<file path="src/rtl/btn_capture_reg_if.sv">
// Button/data/status bundle between board-side stimulus and the capture register.
// The master drives buttons and data; the slave (btn_capture_reg) drives the outputs.
interface btn_capture_reg_if #(
    parameter int unsigned WIDTH   = 32,
    parameter int unsigned NUM_BTN = 2
);
    logic [NUM_BTN-1:0] btn;
    logic [WIDTH-1:0]   data;
    logic [WIDTH-1:0]   q;
    logic [NUM_BTN-1:0] btn_level;
    logic [NUM_BTN-1:0] btn_rise;
    logic               led_and;
    logic               led_or;
    logic [7:0]         load_count;

    modport master (
        output btn,
        output data,
        input  q,
        input  btn_level,
        input  btn_rise,
        input  led_and,
        input  led_or,
        input  load_count
    );

    modport slave (
        input  btn,
        input  data,
        output q,
        output btn_level,
        output btn_rise,
        output led_and,
        output led_or,
        output load_count
    );
endinterface

</file>
<file path="src/rtl/btn_capture_reg.sv">
// Debounced push-button front end: clean levels, rise pulses, and a word register
// loaded by button 0 and cleared by button 1, with an 8-bit load counter.
module btn_capture_reg #(
    parameter int unsigned WIDTH           = 32,
    parameter int unsigned NUM_BTN         = 2,
    parameter int unsigned DEBOUNCE_CYCLES = 16
) (
    input logic              clk,
    input logic              reset,
    btn_capture_reg_if.slave bus
);
    localparam int unsigned CNT_W = $clog2(DEBOUNCE_CYCLES) + 1;
    localparam logic [CNT_W-1:0] CNT_MAX = CNT_W'(DEBOUNCE_CYCLES - 1);

    logic [NUM_BTN-1:0] s1_q;
    logic [NUM_BTN-1:0] s2_q;
    logic [NUM_BTN-1:0] level_q;
    logic [NUM_BTN-1:0] level_d;
    logic [NUM_BTN-1:0] rise_q;
    logic [NUM_BTN-1:0] rise_d;
    logic [CNT_W-1:0]   cnt_q [NUM_BTN];
    logic [CNT_W-1:0]   cnt_d [NUM_BTN];
    logic [WIDTH-1:0]   q_q;
    logic [WIDTH-1:0]   q_d;
    logic [7:0]         load_count_q;
    logic [7:0]         load_count_d;

    // Per-channel debounce: accept a new level after DEBOUNCE_CYCLES disagreeing samples in a row.
    for (genvar g = 0; g < NUM_BTN; g++) begin : g_ch
        logic differ;
        logic at_max;

        assign differ     = s2_q[g] ^ level_q[g];
        assign at_max     = (cnt_q[g] == CNT_MAX);
        assign cnt_d[g]   = (!differ || at_max) ? '0 : cnt_q[g] + CNT_W'(1);
        assign level_d[g] = (differ && at_max) ? s2_q[g] : level_q[g];
        assign rise_d[g]  = differ && at_max && s2_q[g];
    end

    // Capture decision; a simultaneous clear beats a load.
    always_comb begin
        q_d          = q_q;
        load_count_d = load_count_q;
        if (rise_d[1]) begin
            q_d = '0;
        end else if (rise_d[0]) begin
            q_d          = bus.data;
            load_count_d = load_count_q + 8'd1;
        end
    end

    always_ff @(posedge clk) begin
        if (!reset) begin
            s1_q         <= '0;
            s2_q         <= '0;
            level_q      <= '0;
            rise_q       <= '0;
            cnt_q        <= '{default: '0};
            q_q          <= '0;
            load_count_q <= '0;
        end else begin
            s1_q         <= bus.btn;
            s2_q         <= s1_q;
            level_q      <= level_d;
            rise_q       <= rise_d;
            cnt_q        <= cnt_d;
            q_q          <= q_d;
            load_count_q <= load_count_d;
        end
    end

    assign bus.q          = q_q;
    assign bus.btn_level  = level_q;
    assign bus.btn_rise   = rise_q;
    assign bus.load_count = load_count_q;
    assign bus.led_and    = level_q[0] & level_q[1];
    assign bus.led_or     = level_q[0] | level_q[1];
endmodule

</file>
<file path="src/flat_wrapper.sv">
// flat-port wrapper written by rule: the top's interface ports become plain ports
module btn_capture_reg_flat 
#(
    parameter int unsigned WIDTH           = 32,
    parameter int unsigned NUM_BTN         = 2,
    parameter int unsigned DEBOUNCE_CYCLES = 16
)
  (clk, reset, bus_btn, bus_data, bus_q, bus_btn_level, bus_btn_rise, bus_led_and, bus_led_or, bus_load_count);
  btn_capture_reg_if #(.WIDTH(WIDTH), .NUM_BTN(NUM_BTN)) bus_i ();
  input logic clk;
  input logic reset;
  input wire logic [$bits(bus_i.btn)-1:0] bus_btn;
  input wire logic [$bits(bus_i.data)-1:0] bus_data;
  output wire logic [$bits(bus_i.q)-1:0] bus_q;
  output wire logic [$bits(bus_i.btn_level)-1:0] bus_btn_level;
  output wire logic [$bits(bus_i.btn_rise)-1:0] bus_btn_rise;
  output wire logic [$bits(bus_i.led_and)-1:0] bus_led_and;
  output wire logic [$bits(bus_i.led_or)-1:0] bus_led_or;
  output wire logic [$bits(bus_i.load_count)-1:0] bus_load_count;
  assign bus_i.btn = bus_btn;
  assign bus_i.data = bus_data;
  assign bus_q = bus_i.q;
  assign bus_btn_level = bus_i.btn_level;
  assign bus_btn_rise = bus_i.btn_rise;
  assign bus_led_and = bus_i.led_and;
  assign bus_led_or = bus_i.led_or;
  assign bus_load_count = bus_i.load_count;
  btn_capture_reg #(.WIDTH(WIDTH), .NUM_BTN(NUM_BTN), .DEBOUNCE_CYCLES(DEBOUNCE_CYCLES)) u_core (.clk(clk), .reset(reset), .bus(bus_i));
endmodule
</file>
<file path="config.mk">
export PLATFORM = sky130hd
export DESIGN_NAME = btn_capture_reg_flat
export DESIGN_NICKNAME = d
export VERILOG_FILES = /design/src/rtl/btn_capture_reg_if.sv /design/src/rtl/btn_capture_reg.sv /design/src/flat_wrapper.sv
export SDC_FILE = /design/constraint.sdc
export NUM_CORES = 1
export LEC_CHECK = 0
export ABC_CLOCK_PERIOD_IN_PS = 2500
export CAP_MARGIN = 20
export CORE_MARGIN = 1
export CORE_UTILIZATION = 60
export CTS_BUF_LIST = sky130_fd_sc_hd__clkbuf_8
export CTS_CLUSTER_DIAMETER = 40
export DETAILED_ROUTE_END_ITERATION = 10
export DONT_BUFFER_PORTS = 1
export PLACE_DENSITY = 0.8
export SYNTH_ARGS = -nofsm -noshare
export SYNTH_HDL_FRONTEND = slang
export SYNTH_SLANG_ARGS = --single-unit
</file>
<file path="constraint.sdc">
create_clock -name clk -period 2.5 [get_ports clk]
set_input_delay 0.375 -clock clk [delete_from_list [all_inputs] [get_ports clk]]
set_output_delay 0.375 -clock clk [all_outputs]
set_load 0.01 [all_outputs]
</file>
### Word level (Yosys, flattened, before mapping)

Index checks and enable logic that the tools add are counted.

| storage, ports and cells | value |
|---|---|
| register bits | 58 |
| bits of input ports | 36 |
| output and inout bits | 46 |
| logic and storage cells | 32 |

| operators by class | value |
|---|---|
| $add $sub $neg | 3 |
| equality and inequality tests | 2 |
| bitwise logic cells | 6 |
| reduce and logical (&&, ||, !) cells | 12 |

Operator list:

| operator | number |
|---|---|
| $add 5x1->5 const B | 2 |
| $eq 5x4->1 const B | 2 |
| $add 8x1->8 const B | 1 |
| $reduce_or 2->1 | 3 |
| $logic_and 1x1->1 | 4 |
| $logic_not 1->1 | 2 |
| $logic_or 1x1->1 | 2 |
| $not 1->1 | 2 |
| $reduce_and 2->1 | 1 |
| $xor 1x1->1 | 2 |
| $and 1x1->1 | 1 |
| $or 1x1->1 | 1 |

### Logic depth before layout (Yosys ltp)

Gate-level depths: netlist (run 1).

| logic depth | value |
|---|---|
| depth after elaboration | 5 |
| gate-level depth with buffers | 8 |
| mapped depth without buffers | 6 |

### Least setup slack after synthesis (run 1)

OpenSTA, ideal clock, no wires.

| timing path | value |
|---|---|
| kind | reg-to-reg |
| from | reg u_core.cnt_q[0] (netlist name) |
| to | reg u_core.load_count_q[2], in the netlist u_core.bus.load_count[2] |
| library setup time | 0.070 ns |
| data arrival time | 1.742 ns |
| required time | 2.430 ns |
| slack | 0.687 ns |
| stages on the path, launching flop included | 8 |
| buffers on the path | 1 |
| period minus slack after synthesis | 1.813 ns |
| cells stage by stage | dfxtp_1 > ha_1 > and3_1 > ha_1 > and3b_1 > buf_6 > or4_1 > a21oi_1 |

| on the way | value |
|---|---|
| word-level cells in the longest chain between the ends | 5 |

RTL lines:

| element | line | RTL |
|---|---|---|
| from (decl) | btn_capture_reg.sv:21 | `logic [CNT_W-1:0] cnt_q [NUM_BTN];` |
| from (signal assigned) | btn_capture_reg.sv:66 | `cnt_q <= cnt_d;` |
| $eq 5x4->1 | btn_capture_reg.sv:34 | `assign at_max = (cnt_q[g] == CNT_MAX);` |
| $logic_and 1x1->1 (2 in a row) | btn_capture_reg.sv:37 | `assign rise_d[g] = differ && at_max && s2_q[g];` |
| $not 1->1 (no source line) | - |  |
| $reduce_and 2->1 (no source line) | - |  |
| to (signal assigned) | btn_capture_reg.sv:68 | `load_count_q <= load_count_d;` |
| to (decl) | btn_capture_reg.sv:25 | `logic [7:0] load_count_q;` |

No other way between the ends.
A chain may end at the register's enable or synchronous reset.

### Worst setup path after layout (run 1)

| timing path | value |
|---|---|
| from | reg u_core.cnt_q[0] (netlist name) |
| to | reg u_core.load_count_q[4], in the netlist u_core.bus.load_count[4] |

Same word-level chain as after synthesis.

==> results of run 1 <==
-- Yosys cell counts --
library cell,n,area (um2)
sky130_fd_sc_hd__mux2i_1,5,50.1
sky130_fd_sc_hd__xnor2_1,4,35.0
sky130_fd_sc_hd__nand3b_4,1,20.0
sky130_fd_sc_hd__a21oi_1,37,185
sky130_fd_sc_hd__nand3_1,6,30.0
sky130_fd_sc_hd__buf_6,1,11.3
sky130_fd_sc_hd__nand4_1,2,12.5
sky130_fd_sc_hd__or4_1,3,22.5
sky130_fd_sc_hd__and2_1,4,25.0
sky130_fd_sc_hd__or2_2,1,6.26
sky130_fd_sc_hd__o21ai_0,2,10.0
sky130_fd_sc_hd__clkbuf_1,4,15.0
sky130_fd_sc_hd__o31ai_1,3,22.5
sky130_fd_sc_hd__and3_1,2,12.5
sky130_fd_sc_hd__nor4_1,3,18.8
sky130_fd_sc_hd__inv_1,7,26.3
sky130_fd_sc_hd__nand3b_1,1,7.51
sky130_fd_sc_hd__buf_1,3,11.3
sky130_fd_sc_hd__or3_1,3,18.8
sky130_fd_sc_hd__dfxtp_1,58,1160
sky130_fd_sc_hd__and2_2,1,7.51
sky130_fd_sc_hd__nand2_1,68,255
sky130_fd_sc_hd__and3b_1,2,17.5
sky130_fd_sc_hd__nand2b_1,3,18.8
sky130_fd_sc_hd__xor2_1,2,17.5
sky130_fd_sc_hd__buf_2,6,30.0
sky130_fd_sc_hd__nor2_1,14,52.6
sky130_fd_sc_hd__ha_1,5,62.6
-- layout make-up --
class,count,area [um2],area share
flip-flops and latches,58,1160,0.491
multi-input cells,172,908,0.384
clock buffers,11,151,0.0640
well taps,46,57.6,0.0243
repair buffers,3,42.5,0.0180
inverters,7,26.3,0.0111
clock inverters,4,18.8,0.00793
-- flip-flops by register name (all words and copies together) (netlist names) --
signal,cells
u_core.bus.q,32
u_core.s2_q,2
u_core.s1_q,2
u_core.bus.btn_rise,2
u_core.bus.load_count,8
u_core.cnt_q,10
u_core.bus.btn_level,2
-- cell families (layout without fill, tap and decap cells) --
logic type,count (synthesis),count (layout),synth area share
AO/OA/AOI/OAI,42,42,0.101
XOR/XNOR,6,6,0.0243
adder cells (fa/ha/maj),5,5,0.0289
buffers and inverters,21,25,0.0434
flip-flops,58,58,0.537
multiplexers,5,5,0.0231
AND/OR/NAND/NOR,114,114,0.243
-- through the flow --
step	utilization	worst slack (ns)	hold WS (ns)	cells
after floorplan	-	0.687	0.412	251
after global placement	0.640	0.245	0.419	285
after detailed placement	0.640	0.160	0.436	285
after CTS	0.690	0.141	0.151	300
after global routing	0.698	0.369	0.157	301
final	0.698	0.508	0.165	301
-- worst max-delay path: stages, from the launching register on --
cell	delay, ns
sky130_fd_sc_hd__dfxtp_1	0.33
sky130_fd_sc_hd__ha_1	0.22
sky130_fd_sc_hd__and3_1	0.19
sky130_fd_sc_hd__ha_1	0.22
sky130_fd_sc_hd__and3b_1	0.31
sky130_fd_sc_hd__or4_1	0.50
sky130_fd_sc_hd__a21oi_1	0.16
-- path summary, 6_finish.rpt --
kind,from,end,slack [ns],cells past startpoint
hold / removal,reset,u_core.s1_q[0],0.16,1
setup / recovery,u_core.cnt_q[0],u_core.bus.load_count[4],0.51,6
setup reg to reg,u_core.cnt_q[0],u_core.bus.load_count[4],0.51,6
hold reg to reg,u_core.cnt_q[5],u_core.cnt_q[5],0.45,1
-- report_power, final --
part | internal, uW | leakage (uW) | switching, uW
Combinational | 6.04 | 0.000286 | 13.4
Clock | 399 | 0.0000961 | 341
Sequential | 928 | 0.000468 | 2.74
-- layer usage --
layer / wire length, um / global-route usage / vias to the layer above
met1: 1600 / 0.212 / 745
met3: 392 / 0.0828 / 9
met2: 1860 / 0.331 / 74
met5: 0 / 0 / -
met4: 75 / 0.133 / 0
li1: - / - / 825
==> results, run 1 <==
- The transition time at the pin with the least slew margin is about 0.37 ns.
- Clock tree synthesis selected as its root buffer the cell sky130_fd_sc_hd__clkbuf_8.
- In the routed layout, each cell is associated on average with a via count of between 5 and 6.
- The tightest min-delay check is of the input pin to flop type.
- The DRC violation count after routing is 0.
- The design draws 1690 uW.
- The DRC violation total after the first TritonRoute iteration is about 100.
- The initial utilization of the core area, before any placement, comes to 0.638.
- The total congestion overflow is 0.
- Summing all placed instances gives a cell area of approximately 0.0022 mm2.
- The hold violation count in the final report came to 0.
- The placer congestion estimate is 0.764.
- The overall global routing resource usage is 0.202.
- The insertion delay to the later sink of the worst-skew pair is about 0.33 ns.
- After clock tree synthesis, the clock-pin slew on the worst setup and hold paths is about 0.060 ns.
- Leaving out fill and tap cells, the most frequent cell in the layout is sky130_fd_sc_hd__nand2_1.
- The width of the chip is about 62 um.
- The number of fillers in the final layout is roughly 280.
- In this run the count of I/O pins placed on the die edge is 82.
- The final max-slew violation count is 0.
- The total setup buffers inserted after CTS is 0.
- The number of standard-cell rows in the floorplan is 21.
- The area growth from synthesis to layout is 9.37%.
- The die covers 0.00385 mm2.
- The pin count of the biggest net entering global routing is 34.
- In this run, synthesis produced a sequential element count of between 50 and 60.
- TritonCTS built the clock tree.
- The area of the mapped netlist is between 0.002 and 0.0025 mm2.
- The wire length of the first global-routing pass is ~5.4 mm.
- The count of warnings emitted by yosys is 0.
- The TritonCTS sink count is 58.
- IR analysis of the VDD net gives a maximum drop of 0.436 mV.
- The net total in the final layout is a little under 300.
- The number of antenna diodes in the final layout is 0.
- The residual antenna-violating net count after detailed routing is 0.
- For this run, the detailed router's first-pass iteration total came to 4.
- The worst setup path is captured at a flop.
- After legalization and detailed placement, the total HPWL measured approximately 2.6 mm.
- The power density of the placed cells is 714 mW/mm2.
- The flow ran to the end, and the final reports show no timing, DRC or antenna violations.
- After synthesis, the mean cell area works out to 8.62 um2.
- Of the available clock period, the critical path in the final layout requires 0.797.
- The total negative slack is 0 ns.
- STA puts the critical path data required time at 2.76 ns.
- The shortest clock period the worst path allows after layout is between 1.5 and 2 ns.
- The library cells used most frequently in the layout, excluding fill and tap cells, are sky130_fd_sc_hd__nand2_1 (68), sky130_fd_sc_hd__dfxtp_1 (58), sky130_fd_sc_hd__a21oi_1 (37), sky130_fd_sc_hd__nor2_1 (14), sky130_fd_sc_hd__clkbuf_8 (11).
- The number of global-route vias before repair was 1332.
- The number of maximum-capacitance constraint violations is 0.
- The post-detailed-routing wire length is 3.93 mm.
- The synthesized net count is roughly 290.
- The worst relative slew slack is 0.755.
- The share of layout cells above drive strength 1 is 0.0784.
- The total vias in the final route is approximately 1700.
- No sink is reached through more buffers than the 2 on the longest clock path.
- The initial antenna violation count is 0.
- The core region is between 0.003 and 0.004 mm2.
- The fmax is between 0.5 and 0.6 GHz.
- The synthesized instance count is 251.
- The number of different library cells used by synthesis comes to 28.
- The launching element type of the critical path is a flop.
- The register area share after synthesis is 0.537.
- Dividing the detail-routed wire length by the instance count gives 13.1 um.
- At the worst endpoint, the arrival time is roughly 2.3 ns.
- The final number of setup-violating endpoints is 0.
- The highest fanout seen on the critical path is 12.
- Clock tree synthesis inserted a total of 9 buffers.
- The die is ~62 um tall.
- The H-tree depth is 3.
- The final design instance area without fill is between 0.002 and 0.0025 mm2.
- The number of hold buffers added after CTS was 0.
- The worst setup path category is flop to flop.
- The leakage power total is 0.000850 uW.
- The clock arrives with approximately 0.004 ns of skew.
- Setup repair after global routing left no endpoint under its margin.
- The count of port buffers added during placement is 0.
- In this run, post-CTS repair resized a total of 0 instances.
Power figures use the tool's default switching activity.
==> run 2, diff against run 1 <==
- ABC_CLOCK_PERIOD_IN_PS: 2500 -> 1650
- CORE_UTILIZATION: 60 -> 58
- clock period: 2.5 -> 1.65 ns (I/O delays scaled with it)
==> run 2 against run 1 <==
Against the previous run:
- the run now ends with negative setup slack left
- critical path depth did not move
- clock skew rose by 0.0039 ns
- combinational power up 120%
- clock power up 66%
- power increased by 59%
- sequential share of layout area is 6.5 points lower
- cell area up 16%
- sequential power is 51% higher
- worst setup slack lost 0.59 ns
- flip-flop and latch count is the same
- critical path type unchanged
==> results, run 2 (same netlist as run 1, synthesis figures left out) <==
- The placer congestion estimate is 0.820.
- The count of port buffers added during placement is 0.
- The internal power is approximately 2100 uW.
- The startpoint identified for the worst register-to-register timing path is u_core.cnt_q[1].
- The number of clock buffers added by TritonCTS is 9.
- The total instance count after detailed placement is ~300.
- Of the available clock period, the critical path in the final layout requires 1.05.
- The total I/O pin count is 82.
- The number of cells on the worst hold path is 1.
- The die extent in y is 63.1 um.
- Detailed placement finished with a half-perimeter wire length of around 2.8 mm.
- The placeable core area is roughly 0.0034 mm2.
- The min-delay analysis places its worst path in the category input pin to flop.
- The kind of cell with the highest combined delay on the critical path is simple AND/OR/NAND/NOR gates.
- In this run the horizontal extent of the chip is 63.1 um.
- For the worst setup path, the data required time is between 1.5 and 2 ns.
- The CTS tree is done.
- The critical path in this run is classified as flop to flop.
- Leaving out fill and tap cells, the most frequent cells in the layout are sky130_fd_sc_hd__nand2_1 (68), sky130_fd_sc_hd__dfxtp_1 (54), sky130_fd_sc_hd__a21oi_2 (20), sky130_fd_sc_hd__a21oi_1 (17), sky130_fd_sc_hd__buf_4 (16).
- The most common cell after layout, fill and taps aside is sky130_fd_sc_hd__nand2_1.
- The final reports fail on negative setup slack.
- The overall die area is ~0.0040 mm2.
- The number of stages on the worst setup path is 6.
- Among the stages of the critical path, the cell type that occurs most often is sky130_fd_sc_hd__ha_4.
- Setup violations remaining at the end of the flow were counted as 7.
- For this design, the slowest cell found on the critical path is sky130_fd_sc_hd__or4_1.
- The residual antenna-violating net count after detailed routing is 0.
- The final setup skew is 0.00792 ns.
- Setup repair after global routing could not meet its margin everywhere.
- In the routed design, unresolved DRC markers number 0.
- The arrival time at the worst endpoint is around 2.0 ns.
- Dividing the detail-routed wire length by the instance count gives between 15 and 20 um.
- The number of standard-cell rows in the floorplan is 21.
- Of the total power, the share spent switching nets is 0.205.
- The initial antenna violation count is 0.
- The post-CTS clock slew at the launch and capture registers of the worst setup and hold paths is about 0.07 ns.
- Of the cells placed in the final design, the portion with a size suffix greater than 1 is 0.280.
- The fmax is between 0.5 and 0.6 GHz.
- The share of total power dissipated in the clock network is 0.458.
- The launching element type of the critical path is a flop.
- The power density of the placed cells is a little under 1000 mW/mm2.
- The hold violation count in the final report came to 0.
- The first TritonRoute pass finished after 6 iterations.
- The area growth from synthesis to layout is 26.7%.
- The insertion delay to the later sink of the worst-skew pair is ~0.34 ns.
- The combined buffer and inverter count along the critical path is 0.
- The first global-routing pass estimated 7.25 mm of wire.
- Of the total power, combinational logic draws 0.016.
- For this run, the post-layout net count is ~310.
- The final max-slew violation count was 0.
- The worst IR drop on VDD is 0.593 mV.
- For this configuration, the core starts out at a cell density of 0.628.
- The slack of the worst reg-to-reg path is -0.08 ns.
- In this run the static leakage power is slightly below 0.001 uW.
- The routed design has a little under 5 mm of wire.
- The analysis attributes to net switching a power of 551 uW.
- The shortest clock period the worst path allows after layout is about 1.7 ns.
- The flow ran to the end, but the final reports show violations.
- The routed via count divided by cell count is ~5.6.
- The capture endpoint of the worst hold path is u_core.s2_q[1].
- The repair_antennas step left the layout with diodes totalling 0.
- Clock tree synthesis found a total of 58 sinks.
- The root buffer cell is sky130_fd_sc_hd__clkbuf_8.
- In this run the most critical hold path is launched from reset.
- The flip-flop count of the largest register, all copies and words added is 32.
- For this run, the slowest stage of the critical path takes ~0.42 ns.
- The proportion of power drawn by flip-flops and latches is 0.526.
- Entering global routing, the biggest net connects 34 pins.
- The worst register-to-register path ends at u_core.bus.load_count[3].
- The overall global routing resource usage is 0.237.
- The total vias in the final route is 1801.
- The number of global-route vias before repair is ~1700.
- Traced cell by cell, the critical path runs through ha_4 > and3_4 > ha_4 > and3b_2 > or4_1 > a21oi_1.
- The H-tree depth is 3.
- The depth of the worst register-to-register path is 6.
- The total negative slack is -0.228 ns.
- Excluding fillers, the count of instances in the completed layout stands at roughly 320.
- The number of buffers between clock root and the deepest sink is 2.
- STA classifies the critical path endpoint as a flop.
- Global routing finished with a remaining overflow of 0.
- Max-cap violations in this run came to 0.
- The highest fanout seen on the critical path is 6.
- For the pin with the worst max-slew slack, the measured transition is roughly 0.37 ns.
- Measured against its own limit, the worst slew margin works out to 0.754.
- In the post-route analysis, the smallest setup slack over all paths is -0.0825 ns.
- The DRC violation total after the first TritonRoute iteration is between 100 and 150.
run 2: changes by cell type in the layout (fill, tap and decap cells not counted), sizes merged:
cell    delta
and3b      +1
nand3b     +1
clkinv     -1
inv        +1
buf       +18
bufinv     +1
clkbuf     -1
run 2: layout make-up:
type	instances	area, um2
well taps	46	57.6
flip-flops and latches	58	1170
multi-input cells	174	1110
fillers	219	702
clock buffers	10	138
inverters	7	26.3
repair buffers	21	198
clock inverters	5	47.5
run 2: repair_timing:
| action | 4_1_cts | 5_1_grt |
|---|---|---|
| gates cloned | 2 | 0 |
| setup buffers | 4 | 1 |
| resized for setup | 12 | 27 |
| pin swaps | 8 | 7 |
| hold buffers | 0 | 0 |
| endpoints found under the setup margin | 42 | 45 |
run 2: metal layers:
layer | track usage | up-vias | wire length (um)
met5 | 0 | - | 0
li1 | - | 867 | -
met2 | 0.405 | 74 | 2440
met3 | 0.116 | 9 | 406
met1 | 0.228 | 851 | 1910
met4 | 0.140 | 0 | 66
run 2: metrics by stage:
stage | power [uW] | instance area, um2 | setup WS, ns | util | hold slack (ns)
4_1_cts | 2690 | 2630 | -0.0409 | 0.764 | 0.0317
3_3_place_gp | 1480 | 2340 | -0.0823 | 0.681 | 0.371
3_5_place_dp | 1480 | 2340 | -0.155 | 0.681 | 0.377
5_1_grt | 2760 | 2740 | -0.117 | 0.796 | 0.0274
2_1_floorplan | 1470 | 2210 | -0.0224 | - | 0.375
6_report | 2690 | 2740 | -0.0825 | 0.796 | 0.0384
run 2: worst max-delay path by stage:
stage | from | endpoint | slack, ns
after global placement | u_core.cnt_q[1] | u_core.bus.load_count[4] | -0.08
after CTS | u_core.cnt_q[5] | u_core.bus.load_count[4] | -0.04
after detailed placement | u_core.cnt_q[1] | u_core.bus.load_count[4] | -0.15
final | u_core.cnt_q[1] | u_core.bus.load_count[3] | -0.08
after global routing | u_core.cnt_q[5] | u_core.bus.load_count[3] | -0.12
after floorplan | u_core.cnt_q[1] | u_core.bus.load_count[2] | -0.02
run 2: power by group through the flow:
stage	Clock [uW]	Sequential [uW]	Combinational, uW
final	1230	1410	42.7
after global routing	1300	1410	47.2
after global placement	0	1440	35.1
after floorplan	0	1440	26.5
after detailed placement	0	1440	35.5
after CTS	1240	1410	37.5
